===== config.mk =====
export PLATFORM = sky130hd
export DESIGN_NAME = multi_timer_flat
export DESIGN_NICKNAME = d
export VERILOG_FILES = /design/src/rtl/multi_timer_pkg.sv /design/src/rtl/multi_timer_if.sv /design/src/rtl/multi_timer_channel.sv /design/src/rtl/multi_timer.sv /design/src/flat_wrapper.sv
export SDC_FILE = /design/constraint.sdc
export NUM_CORES = 1
export LEC_CHECK = 0
export BUFFER_PORTS_ARGS = -buffer_cell sky130_fd_sc_hd__buf_2
export CORE_ASPECT_RATIO = 0.5
export CORE_MARGIN = 5
export CORE_UTILIZATION = 35
export CTS_CLUSTER_SIZE = 30
export DETAILED_ROUTE_END_ITERATION = 8
export GPL_TIMING_DRIVEN = 0
export PLACE_DENSITY = 0.57
export SETUP_SLACK_MARGIN = 0.05
export SLEW_MARGIN = 20
export SYNTH_ARGS = -nofsm -noshare
export SYNTH_HDL_FRONTEND = slang
export SYNTH_SLANG_ARGS = --single-unit

===== constraint.sdc =====
create_clock -name clk -period 13.3 [get_ports clk]
set_input_delay 3.99 -clock clk [delete_from_list [all_inputs] [get_ports clk]]
set_output_delay 3.99 -clock clk [all_outputs]
set_load 0.02 [all_outputs]

===== src/rtl/multi_timer_pkg.sv =====
// timer_pkg: shared types for the multi-channel timer.
//   mode_e  : per-channel count mode (one-shot / periodic auto-reload)
//   state_e : per-channel run state
package timer_pkg;

  typedef enum logic {
    MODE_ONESHOT  = 1'b0,
    MODE_PERIODIC = 1'b1
  } mode_e;

  typedef enum logic {
    ST_IDLE = 1'b0,
    ST_RUN  = 1'b1
  } state_e;

endpackage


===== src/rtl/multi_timer_if.sv =====
// multi_timer_if: control/status bundle of the multi-channel timer.
//   master : register block side (drives load/mode/enable/prescale/irq_clr)
//   slave  : timer side (drives time_out/irq_status/irq/running/count)
interface multi_timer_if #(
  parameter int unsigned NUM_CH     = 4,
  parameter int unsigned WIDTH      = 16,
  parameter int unsigned PRESCALE_W = 8
);
  logic [NUM_CH-1:0]       load;
  logic [NUM_CH*WIDTH-1:0] load_val;
  logic [NUM_CH-1:0]       mode;
  logic [NUM_CH-1:0]       enable;
  logic [PRESCALE_W-1:0]   prescale;
  logic [NUM_CH-1:0]       irq_clr;
  logic [NUM_CH-1:0]       time_out;
  logic [NUM_CH-1:0]       irq_status;
  logic                    irq;
  logic [NUM_CH-1:0]       running;
  logic [NUM_CH*WIDTH-1:0] count;

  modport master (
    output load, load_val, mode, enable, prescale, irq_clr,
    input  time_out, irq_status, irq, running, count
  );

  modport slave (
    input  load, load_val, mode, enable, prescale, irq_clr,
    output time_out, irq_status, irq, running, count
  );
endinterface


===== src/rtl/multi_timer_channel.sv =====
// timer_channel: one down-counting timer channel.
//   clk, rst   : clock, asynchronous active-high reset
//   tick       : shared prescaler tick
//   load       : load strobe, load_val value (0 parks the channel idle)
//   mode       : 0 one-shot, 1 periodic auto-reload
//   enable     : run enable, low freezes the count
//   irq_clr    : clear strobe for the sticky status
//   time_out   : one-cycle expiry pulse
//   irq_status : sticky expiry flag
//   running    : channel in ST_RUN
//   count      : current counter value
module timer_channel
  import timer_pkg::*;
#(
  parameter int unsigned WIDTH = 16
) (
  input  logic             clk,
  input  logic             rst,
  input  logic             tick,
  input  logic             load,
  input  logic [WIDTH-1:0] load_val,
  input  logic             mode,
  input  logic             enable,
  input  logic             irq_clr,
  output logic             time_out,
  output logic             irq_status,
  output logic             running,
  output logic [WIDTH-1:0] count
);

  localparam logic [WIDTH-1:0] CNT_ONE = WIDTH'(1);

  state_e           state;
  logic [WIDTH-1:0] reload;
  logic             step;
  logic             expire;

  // Expiry is detected at 1 so the count never wraps below zero.
  // A load on the same edge takes priority and suppresses the expiry.
  assign step    = (state == ST_RUN) && tick && enable;
  assign expire  = step && (count == CNT_ONE) && !load;
  assign running = (state == ST_RUN);

  always_ff @(posedge clk or posedge rst) begin
    if (rst) begin
      state      <= ST_IDLE;
      count      <= '0;
      reload     <= '0;
      time_out   <= 1'b0;
      irq_status <= 1'b0;
    end else begin
      time_out <= 1'b0;
      if (load) begin
        count  <= load_val;
        reload <= load_val;
        state  <= (load_val != '0) ? ST_RUN : ST_IDLE;
      end else if (step) begin
        if (count == CNT_ONE) begin
          time_out <= 1'b1;
          if (mode_e'(mode) == MODE_PERIODIC) begin
            count <= reload;
          end else begin
            count <= '0;
            state <= ST_IDLE;
          end
        end else begin
          count <= count - CNT_ONE;
        end
      end

      // Set wins over a simultaneous clear.
      if (expire) begin
        irq_status <= 1'b1;
      end else if (irq_clr) begin
        irq_status <= 1'b0;
      end
    end
  end

endmodule


===== src/rtl/multi_timer.sv =====
// multi_timer: NUM_CH independent down-counting timers sharing one prescaler.
//   clk, rst : clock, asynchronous active-high reset
//   bus      : multi_timer_if slave port
//              inputs  load, load_val, mode, enable, prescale, irq_clr
//              outputs time_out, irq_status, irq (OR of status), running, count
module multi_timer
  import timer_pkg::*;
#(
  parameter int unsigned NUM_CH     = 4,
  parameter int unsigned WIDTH      = 16,
  parameter int unsigned PRESCALE_W = 8
) (
  input  logic           clk,
  input  logic           rst,
  multi_timer_if.slave   bus
);

  logic [PRESCALE_W-1:0] pc;
  logic                  tick;

  // >= rather than == so lowering prescale below pc still wraps at once.
  assign tick = (pc >= bus.prescale);

  always_ff @(posedge clk or posedge rst) begin
    if (rst) begin
      pc <= '0;
    end else if (tick) begin
      pc <= '0;
    end else begin
      pc <= pc + PRESCALE_W'(1);
    end
  end

  for (genvar i = 0; i < NUM_CH; i++) begin : g_ch
    timer_channel #(
      .WIDTH (WIDTH)
    ) u_ch (
      .clk        (clk),
      .rst        (rst),
      .tick       (tick),
      .load       (bus.load[i]),
      .load_val   (bus.load_val[i*WIDTH +: WIDTH]),
      .mode       (bus.mode[i]),
      .enable     (bus.enable[i]),
      .irq_clr    (bus.irq_clr[i]),
      .time_out   (bus.time_out[i]),
      .irq_status (bus.irq_status[i]),
      .running    (bus.running[i]),
      .count      (bus.count[i*WIDTH +: WIDTH])
    );
  end

  assign bus.irq = |bus.irq_status;

endmodule


===== src/flat_wrapper.sv =====
// flat-port wrapper written by rule: the top's interface ports become plain ports
module multi_timer_flat import timer_pkg::*;
#(
  parameter int unsigned NUM_CH     = 4,
  parameter int unsigned WIDTH      = 16,
  parameter int unsigned PRESCALE_W = 8
)
  (clk, rst, bus_load, bus_load_val, bus_mode, bus_enable, bus_prescale, bus_irq_clr, bus_time_out, bus_irq_status, bus_irq, bus_running, bus_count);
  multi_timer_if #(.NUM_CH(NUM_CH), .WIDTH(WIDTH), .PRESCALE_W(PRESCALE_W)) bus_i ();
  input  logic clk;
  input  logic rst;
  input wire logic [$bits(bus_i.load)-1:0] bus_load;
  input wire logic [$bits(bus_i.load_val)-1:0] bus_load_val;
  input wire logic [$bits(bus_i.mode)-1:0] bus_mode;
  input wire logic [$bits(bus_i.enable)-1:0] bus_enable;
  input wire logic [$bits(bus_i.prescale)-1:0] bus_prescale;
  input wire logic [$bits(bus_i.irq_clr)-1:0] bus_irq_clr;
  output wire logic [$bits(bus_i.time_out)-1:0] bus_time_out;
  output wire logic [$bits(bus_i.irq_status)-1:0] bus_irq_status;
  output wire logic [$bits(bus_i.irq)-1:0] bus_irq;
  output wire logic [$bits(bus_i.running)-1:0] bus_running;
  output wire logic [$bits(bus_i.count)-1:0] bus_count;
  assign bus_i.load = bus_load;
  assign bus_i.load_val = bus_load_val;
  assign bus_i.mode = bus_mode;
  assign bus_i.enable = bus_enable;
  assign bus_i.prescale = bus_prescale;
  assign bus_i.irq_clr = bus_irq_clr;
  assign bus_time_out = bus_i.time_out;
  assign bus_irq_status = bus_i.irq_status;
  assign bus_irq = bus_i.irq;
  assign bus_running = bus_i.running;
  assign bus_count = bus_i.count;
  multi_timer #(.NUM_CH(NUM_CH), .WIDTH(WIDTH), .PRESCALE_W(PRESCALE_W)) u_core (.clk(clk), .rst(rst), .bus(bus_i));
endmodule

== After elaboration in Yosys (flattened, before gate mapping) ==
Cells that the tools add are included.

* Register bits: 148
* Word-level logic and storage cells: 133

* $add $sub $neg: 5
* $lt $le $gt $ge: 1
* Equal/unequal tests: 8
* Mux-type cells: 57
* Reduce and logical (&&, ||, !) cells: 41

{| class="wikitable"
|+ Operators with widths
! operator !! number
|-
| 16-bit two-way mux || 16
|-
| 16-bit by 1-bit equality test with 1-bit output (second input constant) || 4
|-
| 16-bit nonzero test || 4
|-
| 16-bit by 1-bit subtractor with 16-bit output (second input constant) || 4
|-
| 1-bit two-way mux || 40
|-
| 2-bit nonzero test || 12
|-
| 1-bit logical AND || 16
|-
| 3-bit AND reduction || 4
|-
| 8-bit by 1-bit adder with 8-bit output (second input constant) || 1
|-
| 8-bit >= comparator || 1
|-
| 8-bit two-way mux || 1
|-
| 2-bit != test (second input constant) || 4
|-
| 1-bit logical NOT || 4
|-
| 4-bit OR reduction || 1
|}

== Depth between registers and ports, before layout ==
* Depth in word-level cells: 6
* Mapped depth: 10
* Gate-level depth less buffers: 8

== Cells and area by module ==
From an unflattened synthesis, not the netlist that was laid out.

* Cell total of the unflattened synthesis: 908
* Area total of the unflattened synthesis: 8704.6 um2

{| class="wikitable"
|+ Modules (own cells, without submodules)
! module !! instances !! cells an instance !! area an instance (um2)
|-
| timer_channel (u_core.g_ch[0].u_ch ...) || 2 || 214 || 2062.0
|-
| timer_channel (u_core.g_ch[2].u_ch ...) || 2 || 212 || 2006.9
|-
| multi_timer || 1 || 56 || 566.8
|}

== Worst setup path after synthesis ==
No wires, ideal clock.

* Kind: input port to flip-flop
* From: in bus_prescale[2]
* To: reg u_core.g_ch[1].u_ch.count[0]
* Setup time: 95 ps
* Data arrival time: 5893 ps
* Data required time: 13205 ps
* Path slack: 7312 ps
* Stages on the path: 10
* Path buffers: 2
* Cells stage by stage: inv_1 -> ha_1 -> o21ai_0 -> a211o_1 -> o221ai_1 -> and2_1 -> buf_2 -> buf_1 -> nor2_1 -> o31ai_1

* Word-level cells in the longest chain between the ends: 4

{| class="wikitable"
|+ Ends and longest elaborated chain
! what !! line !! RTL
|-
| from (decl) || flat_wrapper.sv:16 || <nowiki>input wire logic [$bits(bus_i.prescale)-1:0] bus_prescale;</nowiki>
|-
| 8-bit >= comparator || multi_timer.sv:22 || <nowiki>assign tick = (pc >= bus.prescale);</nowiki>
|-
| 1-bit logical AND (2 in series) || multi_timer_channel.sv:40 || <nowiki>assign step = (state == ST_RUN) && tick && enable;</nowiki>
|-
| 2-bit nonzero test (no source line) || n/a ||
|-
| to (signal assigned) || multi_timer_channel.sv:54 || <nowiki>count <= load_val;</nowiki>
|-
| to (signal assigned) || multi_timer_channel.sv:61 || <nowiki>count <= reload;</nowiki>
|-
| to (signal assigned) || multi_timer_channel.sv:67 || <nowiki>count <= count - CNT_ONE;</nowiki>
|-
| to (decl) || multi_timer_channel.sv:28 || <nowiki>output logic [WIDTH-1:0] count</nowiki>
|}

Every way passes these cells.
A chain may end at the register's enable or synchronous reset.

== Worst setup path after layout ==
* From: in bus_prescale[0]
* To: reg u_core.g_ch[2].u_ch.count[10]

* Word-level cells in the longest chain between the ends: 4

{| class="wikitable"
|+ Ends and longest elaborated chain
! what !! line
|-
| 8-bit >= comparator || multi_timer.sv:22
|-
| 1-bit logical AND (2 in series) || multi_timer_channel.sv:40
|-
| 2-bit nonzero test (no source line) || n/a
|-
| to (signal assigned) || multi_timer_channel.sv:54
|-
| to (signal assigned) || multi_timer_channel.sv:61
|-
| to (signal assigned) || multi_timer_channel.sv:67
|-
| to (decl) || multi_timer_channel.sv:28
|}

Every way passes these cells.

==> results.json <==
{
  "hpwl_um": 19600,
  "synthArstFlopShare_pct": 100,
  "routed_via_density": 5.41,
  "die_w_um": 229,
  "finalNetCount": 1265,
  "cts_buffer_depth": 2,
  "cts_buffers": 17,
  "wirelength_um": 26800,
  "htreeDepth": 4,
  "synth_edf_count": 0,
  "syn_area_per_cell_um2": 8.57,
  "grt.overflow.total": 0,
  "use_met1_pct": 26.4,
  "clkTransAtPathRegs_ps": 60,
  "grt_usage_pct": 19.4,
  "start_kind": "primary input",
  "post_cts_resize_count": 0,
  "relSlewSlack_pct": 34.1,
  "p_comb_share_pct": 20.4,
  "firstDrtPassIters": 6,
  "root_buffer": "clkbuf_16",
  "drt.antenna.violating_nets": 0,
  "yosysUniqueCellTypes": 62,
  "p_int_mw": 0.914,
  "slowest_stage": "o221ai_1",
  "min_to": "u_core.pc[0]",
  "p_leak_nw": 4.72,
  "yosysWarnings": 0,
  "grt_pass1_wl_um": 42600,
  "cap_violations": 0,
  "syn_inst": 978,
  "drive_gt1_share_pct": 20.3,
  "ctsHoldBuffers": 0,
  "hp-start": "u_core.pc[0]",
  "grt.busiest_layer": "met2",
  "cts_tree": "yes",
  "post_cts_buffers": 0,
  "post-route-period-util_pct": 48.9,
  "clkSinkCount": 148,
  "start_util_pct": 35.3,
  "drc": 0,
  "ios": 167,
  "syn_to_final_growth_pct": 22.0,
  "gr-usage-met2_pct": 31.2,
  "cpPeakStageDelay_ps": 540,
  "synth_area_um2": 8380,
  "rsz0062_at_grt": "no",
  "num_vias": 8048,
  "finalWeightedCongestion": 0.877,
  "crit_required_ps": 13630,
  "ys.flop_type": "dfrtp_1",
  "switchingPower_mw": 0.422,
  "crit_arrival_ps": 6830,
  "num_rows": 40,
  "reg2regPathDepth": 9,
  "vdd_ir_drop_max_v": 0.0000951,
  "fin_crit_ps": 6510,
  "reg2reg_to": "u_core.g_ch[2].u_ch.count[10]",
  "totalPowerFinal_mw": 1.34,
  "crit_path_end_kind": "flop",
  "grt_antenna_before_repair": 2,
  "path_cells": "buf_2 -> ha_1 -> nand2b_1 -> a2111oi_0 -> o221ai_1 -> nand3_1 -> clkbuf_1 -> a211oi_1 -> o31ai_1",
  "status": "completed",
  "dieHeight_um": 119,
  "p_seq_share_pct": 41.6,
  "io_buffers": 160,
  "clock_latency_ps": 450,
  "wl_per_cell_um": 18.0,
  "swShare_pct": 31.6,
  "timing.hold.worst.class": "reg2reg",
  "hold_violations": 0,
  "setup_viol": 0,
  "worstPathMaxFanout": 10,
  "grt_max_degree": 79,
  "drtIter0Drc": 826,
  "dieArea_um2": 27300,
  "fmax_mhz": 154,
  "use_met3_pct": 4.03,
  "hold_path_depth": 1,
  "synth_fp_nets": 1085,
  "rrSetupSlack_ps": 10020,
  "grt_pass1_vias": 7763,
  "core_um2": 23800,
  "ys_seq_area_share_pct": 44.2,
  "rr_startpoint": "u_core.pc[0]",
  "power.density_nw_per_um2": 131,
  "drv_slew": 0,
  "clockPowerShare_pct": 38.0,
  "skew_ps": 11.6,
  "ys_ff_latch": 148,
  "worst_slew_pin_slew_ps": 988,
  "timing_worst_setup_path_type": "in2reg",
  "finalSetupTns_ps": 0
}
## cell families after synthesis
kind of cell | after synthesis | synth area share, %
compound gates | 262 | 19.9
xor+xnor | 23 | 2.40
fa+ha+maj | 17 | 2.54
buf+inv | 153 | 7.64
flops | 148 | 44.2
mux | 28 | 3.46
simple gates | 347 | 19.8
## per-stage QoR
| step | instances | setup WS (ps) | cell area, um2 | utilization (%) | hold slack [ps] |
|---|---|---|---|---|---|
| floorplan | 978 | 5330 | 8380 | - | 454 |
| global placement | 1453 | 3430 | 9580 | 40.3 | 480 |
| detailed placement | 1454 | 6270 | 9610 | 40.4 | 488 |
| CTS | 1485 | 6750 | 10200 | 43.0 | 496 |
| global route | 1487 | 6480 | 10200 | 43.0 | 528 |
| finish | 1487 | 6790 | 10200 | 43.0 | 495 |
## synth_stat cells (2+ instances only)
| cell | count | area (um2) |
|---|---|---|
| nor3_1 | 26 | 130 |
| o21ai_2 | 2 | 17.5 |
| o221ai_1 | 3 | 26.3 |
| nor3b_1 | 4 | 30.0 |
| a21oi_1 | 50 | 250 |
| a31oi_1 | 11 | 68.8 |
| o31ai_1 | 41 | 308 |
| nand3b_1 | 3 | 22.5 |
| xnor2_1 | 11 | 96.3 |
| or3_1 | 4 | 25.0 |
| buf_2 | 11 | 55.1 |
| a211oi_1 | 2 | 15.0 |
| and2_1 | 4 | 25.0 |
| clkbuf_1 | 43 | 161 |
| or4_1 | 4 | 30.0 |
| a2bb2oi_1 | 3 | 26.3 |
| a22oi_1 | 10 | 75.1 |
| a211o_1 | 2 | 17.5 |
| or2_2 | 4 | 25.0 |
| nand4_1 | 8 | 50.1 |
| a311oi_1 | 19 | 166 |
| a21o_1 | 7 | 52.6 |
| a32oi_1 | 5 | 43.8 |
| nand2b_1 | 11 | 68.8 |
| a41oi_1 | 2 | 17.5 |
| o311ai_0 | 2 | 17.5 |
| nand4b_1 | 4 | 35.0 |
| inv_1 | 85 | 319 |
| o21ai_0 | 88 | 440 |
| nand2_1 | 119 | 447 |
| a2111oi_0 | 3 | 26.3 |
| nor2_1 | 86 | 323 |
| xor2_1 | 12 | 105 |
| ha_1 | 17 | 213 |
| nor4_1 | 26 | 163 |
| and3_1 | 9 | 56.3 |
| o41ai_1 | 2 | 17.5 |
| mux2_2 | 8 | 90.1 |
| nor2b_1 | 7 | 43.8 |
| mux2i_1 | 20 | 200 |
| o211ai_1 | 2 | 15.0 |
| dfrtp_1 | 148 | 3700 |
| nand3_1 | 20 | 100 |
| buf_4 | 12 | 90.1 |
## flip-flops by register name, indices dropped and copies added, names as in the netlist
signal	cells
u_core.g_ch.u_ch.irq_status	4
u_core.g_ch.u_ch.reload	64
u_core.g_ch.u_ch.count	64
u_core.pc	8
u_core.g_ch.u_ch.running	4
u_core.g_ch.u_ch.time_out	4
## layout by cell type, fill, tap and decap left out, types with 41 or more instances in the layout
cell type / n
inv_1: 84
clkbuf_1: 44
o21ai_0: 88
a21oi_1: 50
o31ai_1: 41
dfrtp_1: 148
nand2_1: 119
nor2_1: 86
buf_2: 171
## worst max-delay path by stage
| stage | from | end | slack, ps | depth (start not counted) |
|---|---|---|---|---|
| after detailed placement | bus_prescale[2] | u_core.g_ch[0].u_ch.count[1] | 6270 | 10 |
| after global routing | bus_prescale[0] | u_core.g_ch[2].u_ch.count[10] | 6480 | 9 |
| final | bus_prescale[0] | u_core.g_ch[2].u_ch.count[10] | 6790 | 9 |
| after floorplan | rst | u_core.g_ch[0].u_ch.count[0] | 5330 | 1 |
| after global placement | rst | u_core.g_ch[2].u_ch.count[3] | 3430 | 2 |
| after CTS | bus_prescale[2] | u_core.g_ch[2].u_ch.count[10] | 6750 | 11 |
## critical path, delay by kind of cell
family / cells / cell delay (ps)
simple gates: 2 / 630
fa+ha+maj: 1 / 270
compound gates: 4 / 1330
buf+inv: 2 / 600
## area by class of cell
type / instances / area, um2
Tap cell: 315 / 394
Fill cell: 2385 / 13500
Clock inverter: 9 / 126
Antenna cell: 2 / 5.00
Clock buffer: 22 / 484
Timing Repair Buffer: 161 / 828
Inverter: 85 / 327
Sequential cell: 148 / 3700
Buffer: 68 / 322
Multi-Input combinational cell: 677 / 4040
## power groups by stage
stage	combinational (mW)	sequential, mW	clock (mW)
floorplan	0.157	0.574	0
global placement	0.267	0.562	0
detailed placement	0.273	0.562	0
CTS	0.274	0.555	0.519
global route	0.304	0.564	0.539
finish	0.273	0.556	0.508
## metal layers
layer | wire length, um | up-vias
met5 | 0 | -
met4 | 504 | 0
met3 | 1400 | 40
met2 | 12600 | 236
met1 | 12300 | 3954
li1 | - | 3818
Power figures use the tool's default switching activity.
